**config.mk**
```make
export PLATFORM = sky130hd
export DESIGN_NAME = fix_mac_seq
export DESIGN_NICKNAME = d
export VERILOG_FILES = /design/src/rtl/fix_mac_seq.sv
export SDC_FILE = /design/constraint.sdc
export NUM_CORES = 1
export LEC_CHECK = 0
export ABC_AREA = 1
export ABC_CLOCK_PERIOD_IN_PS = 1700
export BUFFER_PORTS_ARGS = -buffer_cell sky130_fd_sc_hd__buf_2
export CAP_MARGIN = 20
export CORE_MARGIN = 2
export CORE_UTILIZATION = 25
export DETAILED_ROUTE_END_ITERATION = 8
export SYNTH_ARGS = -nofsm -noshare
export SYNTH_HDL_FRONTEND = slang
export SYNTH_SLANG_ARGS = --single-unit
```
**constraint.sdc**
```tcl
create_clock -name clk -period 1.7 [get_ports clk]
set_input_delay 0.34 -clock clk [delete_from_list [all_inputs] [get_ports clk]]
set_output_delay 0.34 -clock clk [all_outputs]
set_load 0.005 [all_outputs]
```
**src/rtl/fix_mac_seq.sv**
```systemverilog
// Fixed-point dot-product-plus-bias sequencer driving a shared external
// pipelined multiplier and adder; one term is issued at a time.
module fix_mac_seq #(
    parameter int WIDTH       = 16,
    parameter int POINT_WIDTH = 8,
    parameter int MUL_LAT     = 3,
    parameter int ADD_LAT     = 1,
    parameter int LEN_W       = 8
) (
    input  logic                 clk,
    input  logic                 rst,
    input  logic                 start,
    input  logic [LEN_W-1:0]     cfg_len,
    input  logic [WIDTH-1:0]     cfg_bias,
    output logic                 busy,
    input  logic                 op_valid,
    output logic                 op_ready,
    input  logic [WIDTH-1:0]     op_a,
    input  logic [WIDTH-1:0]     op_b,
    output logic [WIDTH-1:0]     mul_a,
    output logic [WIDTH-1:0]     mul_b,
    input  logic [2*WIDTH-1:0]   mul_p,
    output logic [WIDTH-1:0]     add_a,
    output logic [WIDTH-1:0]     add_b,
    input  logic [WIDTH-1:0]     add_s,
    output logic                 out_valid,
    input  logic                 out_ready,
    output logic [WIDTH-1:0]     out_data,
    output logic                 sat_flag,
    output logic [2:0]           dbg_state
);

    // Handshakes: a transfer happens on a rising edge where valid and ready
    // are both high; op_ready is high only in WAIT_OP, out_valid only in OUT.

    localparam int CNT_MAX = (MUL_LAT > ADD_LAT) ? MUL_LAT : ADD_LAT;
    localparam int CNT_W   = (CNT_MAX < 2) ? 1 : $clog2(CNT_MAX + 1);
    localparam int P_HI    = 2 * WIDTH - 1;
    localparam int P_MSB   = WIDTH + POINT_WIDTH - 1;

    typedef enum logic [2:0] {
        IDLE     = 3'd0,
        WAIT_OP  = 3'd1,
        MUL_WAIT = 3'd2,
        ADD_WAIT = 3'd3,
        OUT      = 3'd4
    } state_t;

    state_t             state_q, state_d;
    logic [CNT_W-1:0]   cnt_q, cnt_d;
    logic [LEN_W-1:0]   rem_q, rem_d;
    logic [WIDTH-1:0]   acc_q, acc_d;
    logic               sat_q, sat_d;
    logic [WIDTH-1:0]   mul_a_q, mul_a_d;
    logic [WIDTH-1:0]   mul_b_q, mul_b_d;
    logic [WIDTH-1:0]   add_a_q, add_a_d;
    logic [WIDTH-1:0]   add_b_q, add_b_d;

    // The product fits the output format only if every bit above the kept
    // slice repeats the slice's sign bit.
    logic [P_HI-P_MSB:0] top_bits;
    logic                overflow;
    logic [WIDTH-1:0]    aligned;
    logic                unused_lsbs;

    assign top_bits    = mul_p[P_HI:P_MSB];
    assign overflow    = (top_bits != '0) && (top_bits != '1);
    assign unused_lsbs = ^mul_p[POINT_WIDTH-1:0];

    always_comb begin
        aligned = mul_p[P_MSB:POINT_WIDTH];
        if (overflow) begin
            aligned = mul_p[P_HI] ? {1'b1, {(WIDTH-1){1'b0}}}
                                  : {1'b0, {(WIDTH-1){1'b1}}};
        end
    end

    always_comb begin
        state_d = state_q;
        cnt_d   = cnt_q;
        rem_d   = rem_q;
        acc_d   = acc_q;
        sat_d   = sat_q;
        mul_a_d = mul_a_q;
        mul_b_d = mul_b_q;
        add_a_d = add_a_q;
        add_b_d = add_b_q;
        case (state_q)
            IDLE: begin
                if (start) begin
                    acc_d   = cfg_bias;
                    rem_d   = cfg_len;
                    sat_d   = 1'b0;
                    state_d = (cfg_len == '0) ? OUT : WAIT_OP;
                end
            end
            WAIT_OP: begin
                if (op_valid) begin
                    mul_a_d = op_a;
                    mul_b_d = op_b;
                    cnt_d   = CNT_W'(MUL_LAT);
                    state_d = MUL_WAIT;
                end
            end
            MUL_WAIT: begin
                if (cnt_q == '0) begin
                    add_a_d = acc_q;
                    add_b_d = aligned;
                    if (overflow) begin
                        sat_d = 1'b1;
                    end
                    cnt_d   = CNT_W'(ADD_LAT);
                    state_d = ADD_WAIT;
                end else begin
                    cnt_d = cnt_q - CNT_W'(1);
                end
            end
            ADD_WAIT: begin
                if (cnt_q == '0) begin
                    acc_d   = add_s;
                    rem_d   = rem_q - LEN_W'(1);
                    state_d = (rem_q == LEN_W'(1)) ? OUT : WAIT_OP;
                end else begin
                    cnt_d = cnt_q - CNT_W'(1);
                end
            end
            OUT: begin
                if (out_ready) begin
                    state_d = IDLE;
                end
            end
            default: state_d = IDLE;
        endcase
    end

    always_ff @(posedge clk) begin
        if (rst) begin
            state_q <= IDLE;
            cnt_q   <= '0;
            rem_q   <= '0;
            acc_q   <= '0;
            sat_q   <= 1'b0;
            mul_a_q <= '0;
            mul_b_q <= '0;
            add_a_q <= '0;
            add_b_q <= '0;
        end else begin
            state_q <= state_d;
            cnt_q   <= cnt_d;
            rem_q   <= rem_d;
            acc_q   <= acc_d;
            sat_q   <= sat_d;
            mul_a_q <= mul_a_d;
            mul_b_q <= mul_b_d;
            add_a_q <= add_a_d;
            add_b_q <= add_b_d;
        end
    end

    assign busy      = (state_q != IDLE);
    assign op_ready  = (state_q == WAIT_OP);
    assign out_valid = (state_q == OUT);
    assign out_data  = acc_q;
    assign sat_flag  = sat_q;
    assign mul_a     = mul_a_q;
    assign mul_b     = mul_b_q;
    assign add_a     = add_a_q;
    assign add_b     = add_b_q;
    assign dbg_state = state_q;

endmodule

```
==> results_dict.tcl <==
set metrics [dict create \
    ys_types 30 \
    reg2reg_slack_ps 180 \
    clock-sinks 94 \
    grt_overflow 0 \
    hold_violations 0 \
    fin_crit_ps 1600 \
    grt_pass1_wl_mm 17.7 \
    detail_route.wl_per_cell_um 12.1 \
    hold_class "input pin to flip-flop" \
    drive_gt1_share_pct 32.6 \
    rsz0062_at_grt "no" \
    power.density_nw_per_um2 1570 \
    whs_endpoint "add_b[1]$_SDFFE_PP0P_" \
    ant_nets 0 \
    synth_edf_count 0 \
    synth.avg_cell_area_um2 7.35 \
    hold_depth 3 \
    path_cells "buf_4, nand2_2, clkinv_2, buf_12, buf_2" \
    cts_buffer_depth 2 \
    drc_errors 0 \
    routed_wl_mm 11.4 \
    cts_buffers 9 \
    portBuffers 187 \
    maxCapViolations 0 \
    rows 46 \
    ios 196 \
    crit_slowest_cell "dfxtp_1" \
    required_ps 1360 \
    synth_top_area_share_pct 47.5 \
    initial_core_util_pct 25.3 \
    cts_tree "yes" \
    yosys_warnings 0 \
    r2r_start "dbg_state[2]$_SDFFE_PP0P_" \
    track_usage_pct 13.1 \
    syn2layout_area_growth_pct 39.1 \
    timing.rr.end "rem_q[7]$_SDFFE_PP0P_" \
    cts_setup_buffers 0 \
    core_region_area_um2 15700 \
    die_w_um 130 \
    hpwlAfterDp_mm 8.24 \
    synth_area_leaders "dfxtp_1 (48%), nand2_1 (10%), a21oi_1 (7.5%)" \
    ir_drop_uv 757 \
    synth_top_cell_by_area "dfxtp_1" \
    syn_inst 539 \
    critPathLaunchType "flip-flop" \
    synth_most_common_cell "nand2_1" \
    syn_nets 652 \
    outcome "finished, final reports clean" \
    tightest_slew_ps 438 \
    cts.reportedPaths.clkPinSlew_ps 70 \
    ys_top_cells_by_count "nand2_1 (109), dfxtp_1 (94), nor2_1 (73)" \
    fin_crit_sh_pct 94.3 \
    grt_pass1_vias 3702 \
    synth_area_um2 3960 \
    criticalPathCategory "flip-flop to output pin" \
    vias 4094 \
    ys_ff_latch 94 \
    slew_headroom_pct 70.8 \
    power_w 0.00867 \
    cts-hold-fix-buffers 0 \
    ys.flop_type "dfxtp_1" \
    die_area_um2 16900 \
    first_pass_iters 5 \
    async_flop_share_pct 0 \
    die_y_um 130 \
    utilization_pct 35.2 \
    worstSkewPairLatency_ps 340 \
    fmax_ghz 0.624 \
    finalSetupTns_ps 0 \
    worst-r2r-cell-count 10 \
    drt-initial-drc-count 206 \
    grt_max_degree 52 \
    clock_skew_ps 7.72 \
    p_leak_nw 2.63 \
    crit_path_max_fanout 20 \
    hp-start "mul_p[9]" \
    arrival_ps 1260 \
    final_nets 830 \
    gp_congestion 0.819 \
    finalSetupViolCount 0 \
    cts-root-buf "clkbuf_16" \
    viasPerCell 4.36 \
    synth_seq_area_share_pct 47.5 \
    maxSlewViolCount 0 \
    max_stage_delay_ps 320 \
    antenna_found_initial 2 \
    endpoint_kind "output pin" \
    htreeDepth 3 \
]
[repair_timing]
action	4_1_cts	5_1_grt
pin swaps	0	1
resized for setup	4	5
setup endpoints to repair	1	8
[cell usage in the layout (no fill, tap or decap), types with 2 or more instances in the layout]
cell / netlist / layout
nand2_2: 4 / 5
clkbuf_16: 0 / 9
buf_2: 11 / 187
ha_1: 4 / 4
a31oi_1: 18 / 18
nand2_1: 109 / 108
o21ai_0: 40 / 40
nor3_1: 3 / 3
bufinv_16: 0 / 2
dfxtp_1: 94 / 93
nand3_1: 37 / 37
o21ai_1: 22 / 22
buf_12: 0 / 4
nor2_4: 1 / 2
buf_4: 1 / 10
nand4_1: 3 / 3
inv_2: 4 / 4
xor2_1: 2 / 2
clkbuf_8: 0 / 2
inv_1: 20 / 20
a21oi_1: 59 / 59
nor2_1: 73 / 73
[cell families after synthesis]
kind of cell | Yosys count | synth area share [%]
flops | 94 | 47.5
buf+inv | 61 | 6.86
fa+ha+maj | 4 | 1.26
simple gates | 236 | 25.2
xor+xnor | 2 | 0.442
compound gates | 142 | 18.7
[through the flow]
stage	setup slack, ps	hold WS (ps)	area, um^2	cells
floorplan	319	439	3960	539
detailed placement	94.2	450	5140	922
finish	97.7	230	5510	938
global route	2.12	216	5510	937
CTS	6.48	208	5490	937
global placement	103	444	5140	922
[area by class of cell]
class / instances / area [um^2]
Timing Repair Buffer: 202 / 1100
Inverter: 26 / 104
Multi-Input combinational cell: 384 / 1810
Tap cell: 216 / 270
Fill cell: 1730 / 10100
Sequential cell: 94 / 1880
Antenna cell: 1 / 2.50
Clock inverter: 4 / 78.8
Clock buffer: 11 / 253
[worst max path at each step]
stage,start,end,slack (ps)
detailed placement,dbg_state[1]$_SDFFE_PP0P_,rem_q[7]$_SDFFE_PP0P_,90
global route,dbg_state[0]$_SDFFE_PP0P_,op_ready,2
global placement,cnt_q[0]$_SDFFE_PP0P_,rem_q[7]$_SDFFE_PP0P_,100
finish,dbg_state[0]$_SDFFE_PP0P_,op_ready,100
CTS,dbg_state[2]$_SDFFE_PP0P_,op_ready,6
floorplan,dbg_state[1]$_SDFFE_PP0P_,rem_q[1]$_SDFFE_PP0P_,320
[worst max-delay path: cells and delay by family (launching register included)]
| family | cells | cell delay [ps] |
|---|---|---|
| buffers and inverters | 4 | 530 |
| flip-flops | 1 | 320 |
| AND/OR/NAND/NOR | 1 | 80 |
[sequential cells by signal, indices dropped and copies added, names as in the netlist]
signal and count:
out_data 16, mul_a 16, rem_q 8, cnt_q 2, sat_flag 1, add_a 16
dbg_state 3, add_b 16, mul_b 16
[report_power, final]
group | leakage, nW | switching, W | internal [W]
logic | 1.70 | 0.00193 | 0.00131
clock network | 0.160 | 0.000861 | 0.00137
registers | 0.769 | 0.000366 | 0.00283
[routing by layer]
| layer | wire [um] | vias to the layer above | global-route usage [%] |
|---|---|---|---|
| li1 | - | 2146 | - |
| met1 | 5130 | 1803 | 16.3 |
| met2 | 5250 | 129 | 21.5 |
| met3 | 837 | 14 | 4.72 |
| met4 | 134 | 2 | 3.80 |
| met5 | 13 | - | 0 |
Note: power is estimated with default switching activity, not from simulation.
